### config.mk
export PLATFORM = sky130hd
export DESIGN_NAME = toggle_pair_monitor
export DESIGN_NICKNAME = d
export VERILOG_FILES = /design/src/rtl/toggle_pair_monitor.sv
export SDC_FILE = /design/constraint.sdc
export NUM_CORES = 1
export LEC_CHECK = 0
export BUFFER_PORTS_ARGS = -buffer_cell sky130_fd_sc_hd__buf_2
export CORE_MARGIN = 5
export CORE_UTILIZATION = 56
export DETAILED_ROUTE_END_ITERATION = 8
export HOLD_SLACK_MARGIN = 0.02
export PLACE_DENSITY_LB_ADDON = 0.12
export SLEW_MARGIN = 15
export SYNTH_ARGS = -nofsm -noshare
export SYNTH_HDL_FRONTEND = slang
export SYNTH_SLANG_ARGS = --single-unit
### constraint.sdc
create_clock -name clk -period 4 [get_ports clk]
set_input_delay 0.8 -clock clk [delete_from_list [all_inputs] [get_ports clk]]
set_output_delay 0.8 -clock clk [all_outputs]
set_load 0.02 [all_outputs]
### src/rtl/toggle_pair_monitor.sv
// toggle_pair_monitor
//   Watches the cross-coupled toggle pair (x <= !y, y <= !x) while en is
//   high. A sample is an error when x and y disagree or, if CHECK_TOGGLE is
//   set, when either bit failed to change since the previous cycle. Errors
//   are counted, and MAX_MISS consecutive errors latch a sticky fault.
//
// Ports
//   clk        in   1      rising-edge clock
//   rst        in   1      synchronous active-high reset
//   en         in   1      qualifier; the pair is monitored only while 1
//   x, y       in   1      pair bits from the toggle stage
//   clear      in   1      synchronous clear of fault, counters and state
//   armed      out  1      state == TRACK
//   in_sync    out  1      last TRACK sample was error-free
//   fault      out  1      sticky, state == FAULT
//   miss_cnt   out  CNT_W  saturating count of erroneous TRACK samples
//   cycle_cnt  out  CNT_W  saturating count of TRACK cycles
//   state      out  2      IDLE=0, ARM=1, TRACK=2, FAULT=3

module toggle_pair_monitor #(
    parameter int unsigned CNT_W        = 8,
    parameter int unsigned MAX_MISS     = 2,
    parameter int unsigned CHECK_TOGGLE = 1
) (
    input  logic             clk,
    input  logic             rst,
    input  logic             en,
    input  logic             x,
    input  logic             y,
    input  logic             clear,
    output logic             armed,
    output logic             in_sync,
    output logic             fault,
    output logic [CNT_W-1:0] miss_cnt,
    output logic [CNT_W-1:0] cycle_cnt,
    output logic [1:0]       state
);

    typedef enum logic [1:0] {
        StIdle  = 2'd0,
        StArm   = 2'd1,
        StTrack = 2'd2,
        StFault = 2'd3
    } state_e;

    localparam logic [CNT_W-1:0] CntMax   = '1;
    localparam logic [CNT_W:0]   MaxMissW = (CNT_W + 1)'(MAX_MISS);

    state_e           state_q, state_d;
    logic             x_q, y_q;
    logic [CNT_W-1:0] miss_cnt_q, miss_cnt_d;
    logic [CNT_W-1:0] cycle_cnt_q, cycle_cnt_d;
    logic [CNT_W-1:0] miss_run_q, miss_run_d;
    logic             in_sync_q, in_sync_d;

    logic             toggle_miss;
    logic             err;
    logic [CNT_W:0]   run_inc;

    assign toggle_miss = (x == x_q) || (y == y_q);
    assign err         = (x != y) || ((CHECK_TOGGLE != 0) && toggle_miss);
    // One bit wider so the fault threshold compare cannot wrap.
    assign run_inc     = {1'b0, miss_run_q} + (CNT_W + 1)'(1);

    always_comb begin
        state_d     = state_q;
        miss_cnt_d  = miss_cnt_q;
        cycle_cnt_d = cycle_cnt_q;
        miss_run_d  = miss_run_q;
        in_sync_d   = in_sync_q;

        if (clear) begin
            state_d     = StIdle;
            miss_cnt_d  = '0;
            cycle_cnt_d = '0;
            miss_run_d  = '0;
            in_sync_d   = 1'b0;
        end else if (state_q != StFault && !en) begin
            // Losing the qualifier discards the current sample entirely.
            state_d = StIdle;
            if (state_q == StTrack) begin
                miss_run_d = '0;
                in_sync_d  = 1'b0;
            end
        end else begin
            unique case (state_q)
                StIdle: state_d = StArm;
                StArm: begin
                    if (x == y) begin
                        state_d = StTrack;
                    end
                end
                StTrack: begin
                    if (cycle_cnt_q != CntMax) begin
                        cycle_cnt_d = cycle_cnt_q + 1'b1;
                    end
                    if (err) begin
                        if (miss_cnt_q != CntMax) begin
                            miss_cnt_d = miss_cnt_q + 1'b1;
                        end
                        if (miss_run_q != CntMax) begin
                            miss_run_d = miss_run_q + 1'b1;
                        end
                        in_sync_d = 1'b0;
                        if (run_inc >= MaxMissW) begin
                            state_d = StFault;
                        end
                    end else begin
                        miss_run_d = '0;
                        in_sync_d  = 1'b1;
                    end
                end
                StFault: state_d = StFault;
                default: state_d = StIdle;
            endcase
        end
    end

    always_ff @(posedge clk) begin
        if (rst) begin
            state_q     <= StIdle;
            x_q         <= 1'b0;
            y_q         <= 1'b0;
            miss_cnt_q  <= '0;
            cycle_cnt_q <= '0;
            miss_run_q  <= '0;
            in_sync_q   <= 1'b0;
        end else begin
            state_q     <= state_d;
            x_q         <= x;
            y_q         <= y;
            miss_cnt_q  <= miss_cnt_d;
            cycle_cnt_q <= cycle_cnt_d;
            miss_run_q  <= miss_run_d;
            in_sync_q   <= in_sync_d;
        end
    end

    assign armed     = (state_q == StTrack);
    assign fault     = (state_q == StFault);
    assign in_sync   = in_sync_q;
    assign miss_cnt  = miss_cnt_q;
    assign cycle_cnt = cycle_cnt_q;
    assign state     = state_q;

`ifdef FORMAL
    always_comb begin
        assert (!fault || state_q == StFault);
        assert (!armed || !fault);
        assert (miss_cnt_q <= cycle_cnt_q);
    end
`endif

endmodule
; Yosys cells after proc, flatten, opt, wreduce, memory -nomap -nowiden
; Cells that the tools add are included.
[word_totals]
ff_bits = 29
latchBits = 0
mem_bits_rw = 0
rom_bits = 0
input_bits = 6
output_inout_bits = 21
wordCells = 52
memories = 0
[op_classes]
addsub = 4
n_mul = 0
div_mod_pow = 0
magnitude_cmp = 1
n_eq_ne = 15
shift = 0
mux = 13
bitwise_logic = 1
n_reduce_logical = 11
[ops]
columns = operator, count
row1 = 8-bit two-way mux, 5
row2 = 8-bit by 1-bit adder with 8-bit output (second input constant), 3
row3 = 8-bit != test (second input constant), 3
row4 = 8-bit by 1-bit adder with 9-bit output (second input constant), 1
row5 = 9-bit by 2-bit >= comparator with 1-bit output (second input constant), 1
row6 = 2-bit one-hot mux with 4 select lines, 1
row7 = 2-bit two-way mux, 3
row8 = 3-bit AND reduction, 2
row9 = 2-bit equality test (second input constant), 2
row10 = 1-bit two-way mux, 4
row11 = 2-bit by 1-bit != test with 1-bit output (second input constant), 2
row12 = 2-bit != test (second input constant), 2
row13 = 4-bit AND reduction, 1
row14 = 1-bit equality test, 3
row15 = 3-bit by 1-bit != test with 1-bit output (second input constant), 1
row16 = 3-bit OR reduction, 1
row17 = 2-bit by 1-bit equality test with 1-bit output (second input constant), 1
row18 = 2-bit zero test, 1
row19 = 1-bit logical OR, 2
row20 = 2-bit AND reduction, 1
row21 = 2-bit OR reduction, 1
row22 = 1-bit logical AND, 1
row23 = 1-bit zero test, 1
row24 = 1-bit != test, 1
row25 = 1-bit NOT, 1

; Longest topological paths before layout
[logic_depth]
word_depth = 6
ltp_mapped = 6
ltp_nobuf = 5

; Least setup slack after synthesis
; No wires, ideal clock.
[synth_path]
path_type = input -> register
startpoint = in x
endpoint = reg miss_run_q[7]
setup_ns = 0.086
t_arrival_ns = 1.988
t_required_ns = 3.914
path_slack_ns = 1.926
stages = 5
n_path_buf = 1
path_cell_list = and4bb_2 -> buf_2 -> or3_4 -> a41o_1 -> a221oi_2
[synth_via]
elab_chain_cells = 6
elab_cells_between_ends = 9
cone_classes = 3 x eq/ne / 3 x mux / 3 x reduce/logical
[synth_rtl]
columns = element, line_no
row1 = from (decl), 28  ; input logic x,
row2 = 1-bit equality test, 60  ; assign toggle_miss = (x == x_q) || (y == y_q);
row3 = 1-bit logical OR, 60
row4 = 1-bit logical OR *, 61  ; assign err = (x != y) || ((CHECK_TOGGLE != 0) && toggle_miss);
row5 = 8-bit two-way mux, 97  ; if (err) begin
row6 = 8-bit two-way mux, 86  ; unique case (state_q)
row7 = 8-bit two-way mux, 78  ; end else if (state_q != StFault && !en) begin
row8 = to (signal assigned), 134  ; miss_run_q <= miss_run_d;
row9 = to (decl), 53  ; logic [CNT_W-1:0] miss_run_q, miss_run_d;
; Mark *: on every way between the ends. The rest lies on a longest branch, timed or not. The select of a mux whose other input is x is not followed.
; A chain may end at the register's enable or synchronous reset.

; Final worst setup path
[layout_path]
startpoint = reg state_q[0], in the netlist state[0]
endpoint = out armed
[layout_via]
elab_chain_cells = 1
[layout_rtl]
columns = element, line_no
row1 = from (decl), 49  ; state_e state_q, state_d;
row2 = from (signal assigned), 121  ; state_q <= StIdle;
row3 = from (signal assigned), 129  ; state_q <= state_d;
row4 = 2-bit equality test, 139  ; assign armed = (state_q == StTrack);
row5 = to (decl), 31  ; output logic armed,
; No other way between the ends.

==> metrics.txt <==
Synth top area share=0.349; gr ovfl total=0; later-pin clock latency in the skew report=0.33 ns; most common cell after layout, fill and taps aside=dfxtp_1; FILL cells=242; GRT met3 Usage=0.0432; global-route wire length before repair=6850 um; Syn Inst Count=201; Hold WC Path Type=reg -> reg; clock-pin slew on the worst setup and hold paths=roughly 0.10 ns; Req. time, crit path=3.20 ns; Final GP Congestion=0.885; LEAKAGE=0.732 nW; Layout area overhead=10.2%; clock sinks=29; DRT iter0 DRCs=123; Post-synth EDFFs=0; PortBufs=26; DIE AREA=~4200 um^2; Final Cycle Share=0.640; CP endpoint kind=output pin; GR Util met2=0.321; io pins=27; Post-CTS Setup Bufs=0; H-tree lvl count=2; crit path from=state[0]$_SDFFE_PP0P_; Antenna Cells=0; Slew Viols, Final=0; die width=roughly 64 um; DR WL/cell=15.5 um; Core ar.=2810 um^2; row cnt=19; crit path max fanout=10; Hold Path Stages=2; Reg2Reg Capture Point=state[0]$_SDFFE_PP0P_; RSZ-0062 raised after global routing=false; PwrDens=~270 nW/um^2; r2r setup slk=2.07 ns; Initial Utilization=0.592; depth of the most critical reg-to-reg path=5; Arr. time, crit path=1.76 ns; FMAX=391 MHz; gr usage total=0.205; Final min period=2.56 ns; final net count=232; largest net degree at the start of global routing=25; post-route antenna net violation count=0; share of cells above drive strength 1=0.184; setup TNS=0 ns; syn_area_per_cell=8.27 um^2; dominant synthesized flop cell=dfxtp_1; Seq/Total Area, Yosys=0.349; via count=1,642; max_slew headroom=0.531; final setup fails=0; clk buf depth=2; Async SR Flop Fraction=0; vias in the first global route=1,512; post-route clock skew=approximately 0.0099 ns; end of the critical path=armed; first-pass detailed-route iteration total=4; Net Count, Synth=211; top post-synthesis cells by area=dfxtp_1 (35%), a21oi_1 (5.1%), nand3_1 (4.5%); Hold Vio Cnt, Final=0; WS Path Type=reg -> out; Ys Warns=0; final wirelength=3950 um; Post-CTS Hold Fix Bufs=0; drt via density=6.46; CTS root buffer=clkbuf_4; Worst setup SP type=flop; number of max-cap violations=0; Synth cell types=51; CTS tree=yes; Syn Std Cell Area=1660 um^2; Worst R2R Start=miss_run_q[0]$_SDFFE_PP0P_; antenna violations before repair=0; hpwl dp=between 2000 and 3000 um; Synth area leader=dfxtp_1; Tot Pwr=0.498 mW; Post-CTS Resized=0; Seq cells post-synth=29; Max VDD drop=around 0.20 mV; DRC Markers=0; most frequent cells in the layout=dfxtp_1 (29), buf_2 (26), nand2_1 (18); GRT met1 Usage=0.272; run status=completed; Worst-Margin Slew=0.699 ns; CTS Buf Count=5; grt peak-use layer=met2; chip height=64.5 um
[through the flow]
stage                     setup WS [ns]  hold WS, ns  utilization  instance area (um^2)  instances
final                              1.44        0.461        0.653                  1830        254
after global routing               1.34        0.473        0.653                  1830        254
after CTS                          1.47        0.460        0.653                  1830        254
after detailed placement           1.71        0.448        0.633                  1780        246
after global placement             1.76        0.455        0.633                  1780        246
after floorplan                    1.93        0.490            -                  1660        201
[layer usage]
metal / part of all wire / routed length [um]
met1: 0.47 / 1870
met2: 0.45 / 1760
met3: 0.069 / 271
met4: 0.011 / 45
met5: 0 / 0
[critical path: stages, from the launching register on]
cell	delay, ns
dfxtp_1	0.47
nand2b_1	0.39
clkinv_1	0.32
buf_2	0.24
[worst min path at each step]
stage	start	slack [ns]	end
floorplan	miss_run_q[4]$_SDFFE_PP0P_	0.49	miss_run_q[4]$_SDFFE_PP0P_
global placement	in_sync$_SDFFE_PP0P_	0.45	in_sync$_SDFFE_PP0P_
detailed placement	in_sync$_SDFFE_PP0P_	0.45	in_sync$_SDFFE_PP0P_
CTS	in_sync$_SDFFE_PP0P_	0.46	in_sync$_SDFFE_PP0P_
global route	in_sync$_SDFFE_PP0P_	0.47	in_sync$_SDFFE_PP0P_
finish	in_sync$_SDFFE_PP0P_	0.46	in_sync$_SDFFE_PP0P_
[where the power goes]
part	total (mW)	internal [mW]	leakage, nW	switching (mW)
registers	0.292	0.290	0.234	0.00191
logic	0.0293	0.0110	0.467	0.0184
clock network	0.176	0.0661	0.0310	0.110
[cell type report]
| type | count | area (um^2) | area share |
|---|---|---|---|
| Timing Repair Buffer | 27 | 138 | 0.0751 |
| Sequential cell | 29 | 581 | 0.317 |
| Multi-Input combinational cell | 154 | 1000 | 0.546 |
| Tap cell | 31 | 38.8 | 0.0212 |
| Clock inverter | 3 | 17.5 | 0.00956 |
| Inverter | 5 | 18.8 | 0.0102 |
| Clock buffer | 5 | 37.5 | 0.0205 |
[registers in the layout, indices dropped and copies added (netlist names)]
| register | cells |
|---|---|
| cycle_cnt | 8 |
| in_sync | 1 |
| miss_cnt | 8 |
| miss_run_q | 8 |
| state | 2 |
| x_q | 1 |
| y_q | 1 |
[Yosys cell counts, types with 4 or more instances]
library cell	count
xnor2_1	4
a21oi_1	17
inv_1	4
nor3_1	6
ha_1	4
o41ai_1	6
a31oi_1	4
o21ai_0	7
clkbuf_1	8
dfxtp_1	29
and3_1	6
nand3_1	15
nor2_1	13
nand2_1	18
a41o_1	5
[kinds of logic after synthesis]
| group | after synthesis | share of synthesized area |
|---|---|---|
| simple gates | 85 | 0.288 |
| compound gates | 59 | 0.252 |
| flops | 29 | 0.349 |
| buf+inv | 18 | 0.0482 |
| xor+xnor | 4 | 0.0211 |
| fa+ha+maj | 4 | 0.0301 |
| mux | 2 | 0.0120 |
Power figures use the tool's default switching activity.
